## src/rtl/fc2_sched.sv

```systemverilog
`default_nettype none
// ============================================================================
//  Module      : fc2_sched
//  Description : Sequencer for a bank of NUM_COL fc2_column accumulators.
//                Drives the shared in_count phase, feature/weight/bias read
//                addresses, captures each group's rounded column sums and
//                repeats the pass NUM_GROUPS times.
//                Optional running argmax over all outputs: FC2_ARGMAX_EN.
//  Revision    : 1.0 - initial release
// ============================================================================
module fc2_sched #(
   parameter int NUM_COL    = 4,
   parameter int NUM_GROUPS = 3,
   parameter int SUM_W      = 25,
   parameter int GRP_W      = 2
`ifdef FC2_ARGMAX_EN
   ,
   parameter int IDX_W      = ((NUM_COL * NUM_GROUPS) > 1) ? $clog2(NUM_COL * NUM_GROUPS) : 1
`endif
) (
   input  logic                       clk,
   input  logic                       rst_n,
   input  logic                       start,
   output logic                       busy,
   output logic                       done,
   output logic [8:0]                 in_count,
   output logic                       feat_rd,
   output logic [7:0]                 feat_addr,
   output logic [GRP_W+7:0]           w_addr,
   output logic [GRP_W-1:0]           b_addr,
   input  logic [NUM_COL*SUM_W-1:0]   col_sum,
   output logic                       res_valid,
   output logic [GRP_W-1:0]           res_group,
   output logic [NUM_COL*SUM_W-1:0]   res_data
`ifdef FC2_ARGMAX_EN
   ,
   output logic [IDX_W-1:0]           max_idx,
   output logic signed [SUM_W-1:0]    max_val
`endif
);

   typedef enum logic [1:0] {
      S_IDLE = 2'd0,
      S_RUN  = 2'd1,
      S_DONE = 2'd2
   } state_t;

   localparam logic [8:0]       c_CNT_LAST = 9'd260;
   localparam logic [8:0]       c_CNT_FEAT = 9'd256;
   localparam logic [8:0]       c_IN_IDLE  = 9'd511;
   localparam logic [GRP_W-1:0] c_LAST_GRP = GRP_W'(NUM_GROUPS - 1);

   state_t            r_state, w_state_nxt;
   logic [8:0]        r_cnt, w_cnt_nxt;
   logic [GRP_W-1:0]  r_group, w_group_nxt;
   logic              w_accept;
   logic              w_capture;

   assign w_accept  = (r_state == S_IDLE) && start;
   assign w_capture = (r_state == S_RUN) && (r_cnt == c_CNT_LAST);

   // State, phase counter and group index registers
   always_ff @(posedge clk) begin
      if (!rst_n) begin
         r_state <= S_IDLE;
         r_cnt   <= 9'd0;
         r_group <= '0;
      end else begin
         r_state <= w_state_nxt;
         r_cnt   <= w_cnt_nxt;
         r_group <= w_group_nxt;
      end
   end

   // Next-state: free-running phase count, group advance after phase 260
   always_comb begin
      w_state_nxt = r_state;
      w_cnt_nxt   = r_cnt;
      w_group_nxt = r_group;
      case (r_state)
         S_IDLE: begin
            if (start) begin
               w_state_nxt = S_RUN;
               w_cnt_nxt   = 9'd0;
               w_group_nxt = '0;
            end
         end
         S_RUN: begin
            if (r_cnt == c_CNT_LAST) begin
               w_cnt_nxt = 9'd0;
               if (r_group != c_LAST_GRP) begin
                  w_group_nxt = r_group + 1'b1;
               end else begin
                  w_state_nxt = S_DONE;
               end
            end else begin
               w_cnt_nxt = r_cnt + 9'd1;
            end
         end
         S_DONE: begin
            w_state_nxt = S_IDLE;
         end
         default: begin
            w_state_nxt = S_IDLE;
         end
      endcase
   end

   // Registered outputs derived from the next state so they align with in_count
   always_ff @(posedge clk) begin
      if (!rst_n) begin
         busy      <= 1'b0;
         done      <= 1'b0;
         in_count  <= c_IN_IDLE;
         feat_rd   <= 1'b0;
         feat_addr <= 8'd0;
         w_addr    <= '0;
         b_addr    <= '0;
      end else begin
         busy     <= (w_state_nxt != S_IDLE);
         done     <= (w_state_nxt == S_DONE);
         in_count <= (w_state_nxt == S_RUN) ? w_cnt_nxt : c_IN_IDLE;
         feat_rd  <= (w_state_nxt == S_RUN) && (w_cnt_nxt < c_CNT_FEAT);
         if ((w_state_nxt == S_RUN) && (w_cnt_nxt < c_CNT_FEAT)) begin
            feat_addr <= w_cnt_nxt[7:0];
            w_addr    <= {w_group_nxt, w_cnt_nxt[7:0]};
         end
         if (w_state_nxt == S_RUN) begin
            b_addr <= w_group_nxt;
         end
      end
   end

   // Capture rounded column sums at phase 260, flag them one cycle later
   always_ff @(posedge clk) begin
      if (!rst_n) begin
         res_valid <= 1'b0;
         res_group <= '0;
         res_data  <= '0;
      end else begin
         res_valid <= w_capture;
         if (w_capture) begin
            res_data  <= col_sum;
            res_group <= r_group;
         end
      end
   end

`ifdef FC2_ARGMAX_EN
   logic                     r_max_have, w_am_have;
   logic [IDX_W-1:0]         r_max_idx, w_am_idx;
   logic signed [SUM_W-1:0]  r_max_val, w_am_val;

   // Scan this group's slices in column order; strict compare keeps lowest index
   always_comb begin
      w_am_have = r_max_have;
      w_am_idx  = r_max_idx;
      w_am_val  = r_max_val;
      for (int c = 0; c < NUM_COL; c++) begin
         if (!w_am_have || ($signed(col_sum[c*SUM_W +: SUM_W]) > w_am_val)) begin
            w_am_have = 1'b1;
            w_am_val  = $signed(col_sum[c*SUM_W +: SUM_W]);
            w_am_idx  = IDX_W'(int'(r_group) * NUM_COL + c);
         end
      end
   end

   // Running maximum, cleared when a new pass is accepted
   always_ff @(posedge clk) begin
      if (!rst_n) begin
         r_max_have <= 1'b0;
         r_max_idx  <= '0;
         r_max_val  <= '0;
      end else if (w_accept) begin
         r_max_have <= 1'b0;
      end else if (w_capture) begin
         r_max_have <= w_am_have;
         r_max_idx  <= w_am_idx;
         r_max_val  <= w_am_val;
      end
   end

   assign max_idx = r_max_idx;
   assign max_val = r_max_val;
`else
   logic w_unused_accept;
   assign w_unused_accept = w_accept;
`endif

endmodule
`default_nettype wire

```

## config.mk

```make
export PLATFORM = sky130hd
export DESIGN_NAME = fc2_sched
export DESIGN_NICKNAME = d
export VERILOG_FILES = /design/src/rtl/fc2_sched.sv
export SDC_FILE = /design/constraint.sdc
export NUM_CORES = 1
export LEC_CHECK = 0
export ABC_AREA = 1
export CELL_PAD_IN_SITES_DETAIL_PLACEMENT = 1
export CELL_PAD_IN_SITES_GLOBAL_PLACEMENT = 1
export CORE_MARGIN = 1
export CORE_UTILIZATION = 26
export CTS_CLUSTER_DIAMETER = 150
export CTS_CLUSTER_SIZE = 14
export DETAILED_ROUTE_END_ITERATION = 8
export GPL_TIMING_DRIVEN = 0
export PLACE_DENSITY = 0.76
export SLEW_MARGIN = 0
export SYNTH_ARGS = -nofsm -noshare
export SYNTH_HDL_FRONTEND = slang
export SYNTH_SLANG_ARGS = --single-unit
export TNS_END_PERCENT = 5
```

## constraint.sdc

```tcl
create_clock -name clk -period 1.4 [get_ports clk]
set_input_delay 0.14 -clock clk [delete_from_list [all_inputs] [get_ports clk]]
set_output_delay 0.14 -clock clk [all_outputs]
set_load 0.1 [all_outputs]
```

==> flow_summary.json, run 1 <==
{
  "outcome": "complete, but fails checks",
  "violations": "negative setup slack",
  "clock_latency_ns": 0.41,
  "synth.most_common_cell": "nor2_1",
  "via_per_inst": 4.34,
  "max_cap_viol_count": 0,
  "num_vias": 5335,
  "crit_family": "simple AND/OR/NAND/NOR gates",
  "grt_pass1_wl_microns": 28700,
  "clk_pin_slew_ns": 0.07,
  "yosys-top-cells-count": "nor2_1, dfxtp_1, o21ai_0",
  "postPlaceCellArea_sq_mm": 0.00803,
  "relSlewSlack_pct": 57.2,
  "cts_max_path_buffers": 2,
  "hp-class": "in -> reg",
  "pre_cts_ws_ns": -0.748,
  "cp_slowest_stage_delay_ns": 0.34,
  "hold_buffers": 0,
  "drt_first_pass_iters": 4,
  "ir_worst_vdd_v": 0.000764,
  "synth_cell_type_count": 32,
  "timing.rr.start": "r_cnt[1]",
  "finalCriticalPeriod_ns": 1.61,
  "crit_path_end_kind": "flip-flop",
  "avgRoutedWirePerCell_microns": 15.0,
  "power.density_mw_per_mm2": 1210,
  "cp_slowest_cell": "dfxtp_2",
  "grtUsageTotal_pct": 18.2,
  "dieArea_sq_mm": 0.0207,
  "cp_num_buf_inv": 4,
  "r2r_slack_ns": -0.21,
  "avgSynthCellArea_sq_um": 7.70,
  "fin_crit_sh_pct": 115,
  "worst-path-stages": 11,
  "ys_seq_area_share_pct": 53.6,
  "crit_top_cell": "nand2_4",
  "final_cells": 1230,
  "design_area_sq_mm": 0.00854,
  "reg2reg_to": "res_data[58]",
  "die_w_microns": 144,
  "area_delta_synth_final_pct": 63.1,
  "rr_worst_depth": 11,
  "yosysWarnings": 0,
  "hpwl_microns": 13000,
  "fin_total_pwr_mw": 10.3,
  "path_cells": "inv_2, ha_4, nand2_4, nor2_4, nand2_4, nor2_8, inv_4, clkbuf_16, buf_6, nor2_2, nor2_1",
  "cts_buffers": 17,
  "synth_nets": 787,
  "crit_type": "reg -> reg",
  "postRouteAntennaNets": 0,
  "start_util_pct": 26.7,
  "drive_gt1_share_pct": 33.3,
  "htreeDepth": 4,
  "synth.area.top_cells": "dfxtp_1, nor2_1, o21ai_0, nand2_1, inv_1",
  "grt_pass1_vias": 5513,
  "async_flop_share_pct": 0,
  "nFillCells": 2438,
  "cp_max_fo": 10,
  "utilization_pct": 43.6,
  "wirelength_microns": 18500,
  "setup-violations-final": 130,
  "netlist_area_sq_mm": 0.00523,
  "core_area_sq_mm": 0.0196,
  "fmax_ghz": 0.621,
  "antenna_found_initial": 0,
  "synth_seq_cells": 140,
  "ios": 238,
  "netlist_instances": 680,
  "critPathCapture": "res_data[58]",
  "worst_pin_slew_ns": 0.643,
  "worstSetupStartpoint": "r_cnt[1]",
  "yosysTopAreaCell": "dfxtp_1",
  "grt_max_degree": 17,
  "rsz0062_at_grt": "yes",
  "cts_tree": "built",
  "dp_cells": 1182,
  "synth_top_area_share_pct": 53.6,
  "hold_viol_final": 0,
  "antenna_cells": 0,
  "clock-sinks": 140,
  "crit_arrival_ns": 1.91,
  "crit_required_ns": 1.70,
  "synth_edf_count": 0,
  "nets": 1059,
  "die_h_microns": 144,
  "drc_errors": 0,
  "synth-main-ff-cell": "dfxtp_1",
  "port_buffers": 237,
  "fin_skew_ns": 0.00974,
  "place_congestion": 0.795,
  "cts_root_buffer": "clkbuf_16",
  "cp-start-kind": "flip-flop",
  "fin_ws_ns": -0.210,
  "drt_iter0_drc": 134,
  "fp-row-count": 51,
  "overflow": 0,
  "leakage_nw": 4.13,
  "drv_slew": 0
}
repair_timing:
item	CTS	global route
resized for setup	732	69
pin swaps	12	7
gates cloned	1	3
setup buffers	11	1
endpoints found under the setup margin	274	141
worst reg2reg max path, cell delays in order, from the launching register on:
cell	delay [ns]
dfxtp_2	0.34
inv_2	0.07
ha_4	0.14
nand2_4	0.05
nor2_4	0.10
nand2_4	0.11
nor2_8	0.15
inv_4	0.07
clkbuf_16	0.17
buf_6	0.15
nor2_2	0.12
nor2_1	0.06
flip-flops by register name, indices dropped and copies added (netlist names):
name and count:
feat_rd 1, res_valid 1, res_group 2, res_data 100, b_addr 2, w_addr 3
busy 1, r_group 2, r_cnt 9, r_state 2, feat_addr 7, in_count 9
done 1
metal layers:
| layer | GRT usage, % | vias to the layer above | part of all wire, % | routed length, microns |
|---|---|---|---|---|
| met3 | 7.23 | 13 | 8.3 | 1530 |
| met2 | 31.9 | 155 | 50 | 9290 |
| met4 | 5.04 | 0 | 1.2 | 226 |
| met5 | 0 | - | 0 | 0 |
| met1 | 20.1 | 2485 | 40 | 7430 |
| li1 | - | 2682 | - | - |
logic make-up (layout without fill, tap and decap cells):
| logic type | Yosys count | after routing | synth area share [%] |
|---|---|---|---|
| compound gates | 114 | 114 | 11.2 |
| simple gates | 335 | 336 | 26.6 |
| flops | 140 | 140 | 53.6 |
| xor+xnor | 1 | 1 | 0.167 |
| fa+ha+maj | 4 | 4 | 0.956 |
| buf+inv | 86 | 370 | 7.51 |
power breakdown:
part	leakage [nW]	switching (mW)	internal [mW]
Clock	0.310	1.86	3.07
Combinational	2.68	0.864	0.446
Sequential	1.14	0.0271	4.05
Total	4.13	2.75	7.56
final cells by class:
| cell class | instances | area (sq um) | area share (%) |
|---|---|---|---|
| Sequential cell | 140 | 2810 | 32.9 |
| Buffer | 45 | 428 | 5.01 |
| Tap cell | 265 | 332 | 3.88 |
| Inverter | 41 | 159 | 1.86 |
| Clock inverter | 14 | 208 | 2.43 |
| Multi-Input combinational cell | 455 | 2270 | 26.5 |
| Clock buffer | 18 | 439 | 5.14 |
| Timing Repair Buffer | 252 | 1890 | 22.2 |
worst min path at each step:
stage / startpoint / endpoint / slack (ns) / cells after the start
floorplan: col_sum[10] / res_data[10] / 0.26 / 2
global placement: w_addr[9] / w_addr[9] / 0.46 / 2
detailed placement: w_addr[9] / w_addr[9] / 0.47 / 2
CTS: col_sum[10] / res_data[10] / 0.28 / 3
global route: col_sum[61] / res_data[61] / 0.30 / 3
finish: col_sum[10] / res_data[10] / 0.29 / 3
cell usage in the layout, fill, tap and decap left out, drive strengths merged:
cell type      Yosys  routed
nor2             243     244
inv               41      45
clkinv             0       4
clkinvlp           0       2
clkbuf            20      37
nand3             18      18
xor2               1       1
nand3b             1       1
clkdlybuf4s50      0     102
and3               2       2
nand2             67      67
nand4              3       3
o211ai             2       2
bufinv             0       4
o21ai            107     107
ha                 4       4
a21oi              5       5
buf               25     176
dfxtp            140     140
or2                1       1
metrics by stage:
stage | setup TNS (ns) | hold WS, ns
after floorplan | -3.62 | 0.256
after global placement | -74.65 | 0.465
final | -17.34 | 0.292
after CTS | -18.32 | 0.278
after detailed placement | -76.84 | 0.472
after global routing | -28.94 | 0.298
Power figures use the tool's default switching activity.
==> run 2: changes to the inputs <==
- PLACE_DENSITY: 0.76 -> 0.75
==> flow_summary.json, run 2 (synthesis gave the netlist of run 1 again) <==
{
  "outcome": "complete, but fails checks",
  "violations": "negative setup slack",
  "seqPwrFrac_pct": 38.7,
  "crit_arrival_ns": 1.98,
  "crit_required_ns": 1.71,
  "area_delta_synth_final_pct": 69.8,
  "nFillCells": 2409,
  "combPwrFrac_pct": 12.9,
  "hpwl_microns": 13200,
  "core_area_sq_mm": 0.0196,
  "max_flop_register": "res_data",
  "wirelength_microns": 19400,
  "cts_max_path_buffers": 2,
  "crit_type": "reg -> reg",
  "cp_slowest_cell": "dfxtp_2",
  "ios": 238,
  "setup-violations-final": 132,
  "die_w_microns": 144,
  "hold_viol_final": 0,
  "rsz0062_at_grt": "yes",
  "intPower_mw": 7.78,
  "cts_buffers": 17,
  "cp_slowest_stage_delay_ns": 0.33,
  "num_vias": 5386,
  "fin_crit_sh_pct": 120,
  "fin_total_pwr_mw": 10.5,
  "crit_path_end_kind": "flip-flop",
  "cts_tree": "built",
  "nets": 1061,
  "relSlewSlack_pct": 57.8,
  "swShare_pct": 26.1,
  "overflow": 0,
  "leakage_nw": 4.21,
  "clock_latency_ns": 0.42,
  "fin_ws_ns": -0.276,
  "cts_root_buffer": "clkbuf_16",
  "die_h_microns": 144,
  "hp-class": "in -> reg",
  "fmax_ghz": 0.597,
  "clk_pin_slew_ns": 0.07,
  "ir_worst_vdd_v": 0.000796,
  "finalCriticalPeriod_ns": 1.68,
  "grt_pass1_wl_microns": 29900,
  "drc_errors": 0,
  "drive_gt1_share_pct": 37.5,
  "worst_pin_slew_ns": 0.633,
  "grtUsageTotal_pct": 19.0,
  "drt_iter0_drc": 146,
  "postRouteAntennaNets": 0,
  "final_cell_mix": "nor2_1, dfxtp_1, buf_2",
  "p_clk_share_pct": 48.4,
  "htreeDepth": 4,
  "grt_max_degree": 17,
  "drv_slew": 0,
  "port_buffers": 237,
  "dieArea_sq_mm": 0.0207,
  "cp-start-kind": "flip-flop",
  "start_util_pct": 26.7,
  "layout_commonest_cell": "nor2_1",
  "path_cells": "inv_2, ha_4, nand2_4, nor2_4, nand2_4, nor2_8, buf_12, inv_8, clkbuf_16, clkbuf_16, nor2_2, nor2_1",
  "avgRoutedWirePerCell_microns": 15.8,
  "antenna_found_initial": 0,
  "largestRegisters": "res_data: 100 flops, in_count: 9 flops, r_cnt: 9 flops",
  "grt_pass1_vias": 5731,
  "via_per_inst": 4.37,
  "power.switching_mw": 2.75,
  "clock-sinks": 140,
  "power.density_mw_per_mm2": 1180,
  "antenna_cells": 0,
  "max_cap_viol_count": 0,
  "utilization_pct": 45.4,
  "cp_max_fo": 5,
  "place_congestion": 0.803,
  "drt_first_pass_iters": 4,
  "fin_skew_ns": 0.00916,
  "hold_buffers": 0,
  "largest_reg_flops": 100,
  "fp-row-count": 51
}
-- run 2: cell count changes in the layout (fill, tap and decap cells not counted), sizes merged --
cell	change
clkinvlp	+1
buf	-4
clkinv	-1
clkbuf	+7
inv	-2
bufinv	+1
-- run 2: area by class of cell --
type                            instances  area, sq um  area share, %
Clock inverter                         13          213           2.39
Inverter                               41          164           1.84
Sequential cell                       140         2820           31.7
Tap cell                              265          332           3.73
Buffer                                 44          432           4.86
Clock buffer                           19          453           5.10
Multi-Input combinational cell        455         2480           27.9
Timing Repair Buffer                  255         2000           22.5
-- run 2: per-stage QoR --
stage	hold WS, ns	instance area (sq um)	setup slack (ns)	setup TNS, ns	cells
5_1_grt	0.309	8890	-0.350	-38.24	1232
2_1_floorplan	0.256	5330	-0.113	-3.62	680
4_1_cts	0.291	8890	-0.264	-32.89	1224
6_report	0.310	8890	-0.276	-27.27	1232
3_5_place_dp	0.471	8030	-0.771	-76.56	1182
3_3_place_gp	0.471	8030	-0.707	-74.19	1182
-- run 2: routing by layer --
layer | GRT usage [%] | routed length, microns | vias up
li1 | - | - | 2678
met1 | 20.4 | 7690 | 2537
met2 | 33.8 | 9830 | 154
met3 | 7.83 | 1680 | 17
met4 | 5.71 | 244 | 0
met5 | 0 | 0 | -
-- run 2: worst paths after layout --
check                   start           end  slack (ns)  cells after the start
hold reg to reg     w_addr[8]     w_addr[8]        0.48                      2
setup / recovery     r_cnt[0]  res_data[43]       -0.28                     12
setup reg to reg     r_cnt[0]  res_data[43]       -0.28                     12
hold / removal    col_sum[60]  res_data[60]        0.31                      3
-- run 2: what timing repair did --
item / in CTS / in global routing
gates resized for setup: 665 / 210
buffers inserted: 9 / 3
gates cloned: 2 / 5
endpoints found under the setup margin: 273 / 207
endpoints found under the hold margin: 0 / 0
pin swaps: 8 / 14
-- run 2: power groups by stage --
stage / Combinational (mW) / Sequential (mW) / Clock [mW]
6_report: 1.36 / 4.08 / 5.10
5_1_grt: 1.42 / 4.08 / 5.40
4_1_cts: 1.34 / 4.08 / 5.22
3_5_place_dp: 1.31 / 4.17 / 0
3_3_place_gp: 1.30 / 4.17 / 0
2_1_floorplan: 0.392 / 4.56 / 0
-- run 2: worst max-delay path: cells and delay by family (launching register included) --
family,cells,cell delay (ns)
adders and majority gates,1,0.14
buffers and inverters,5,0.57
DFF,1,0.33
and+or+nand+nor,6,0.52
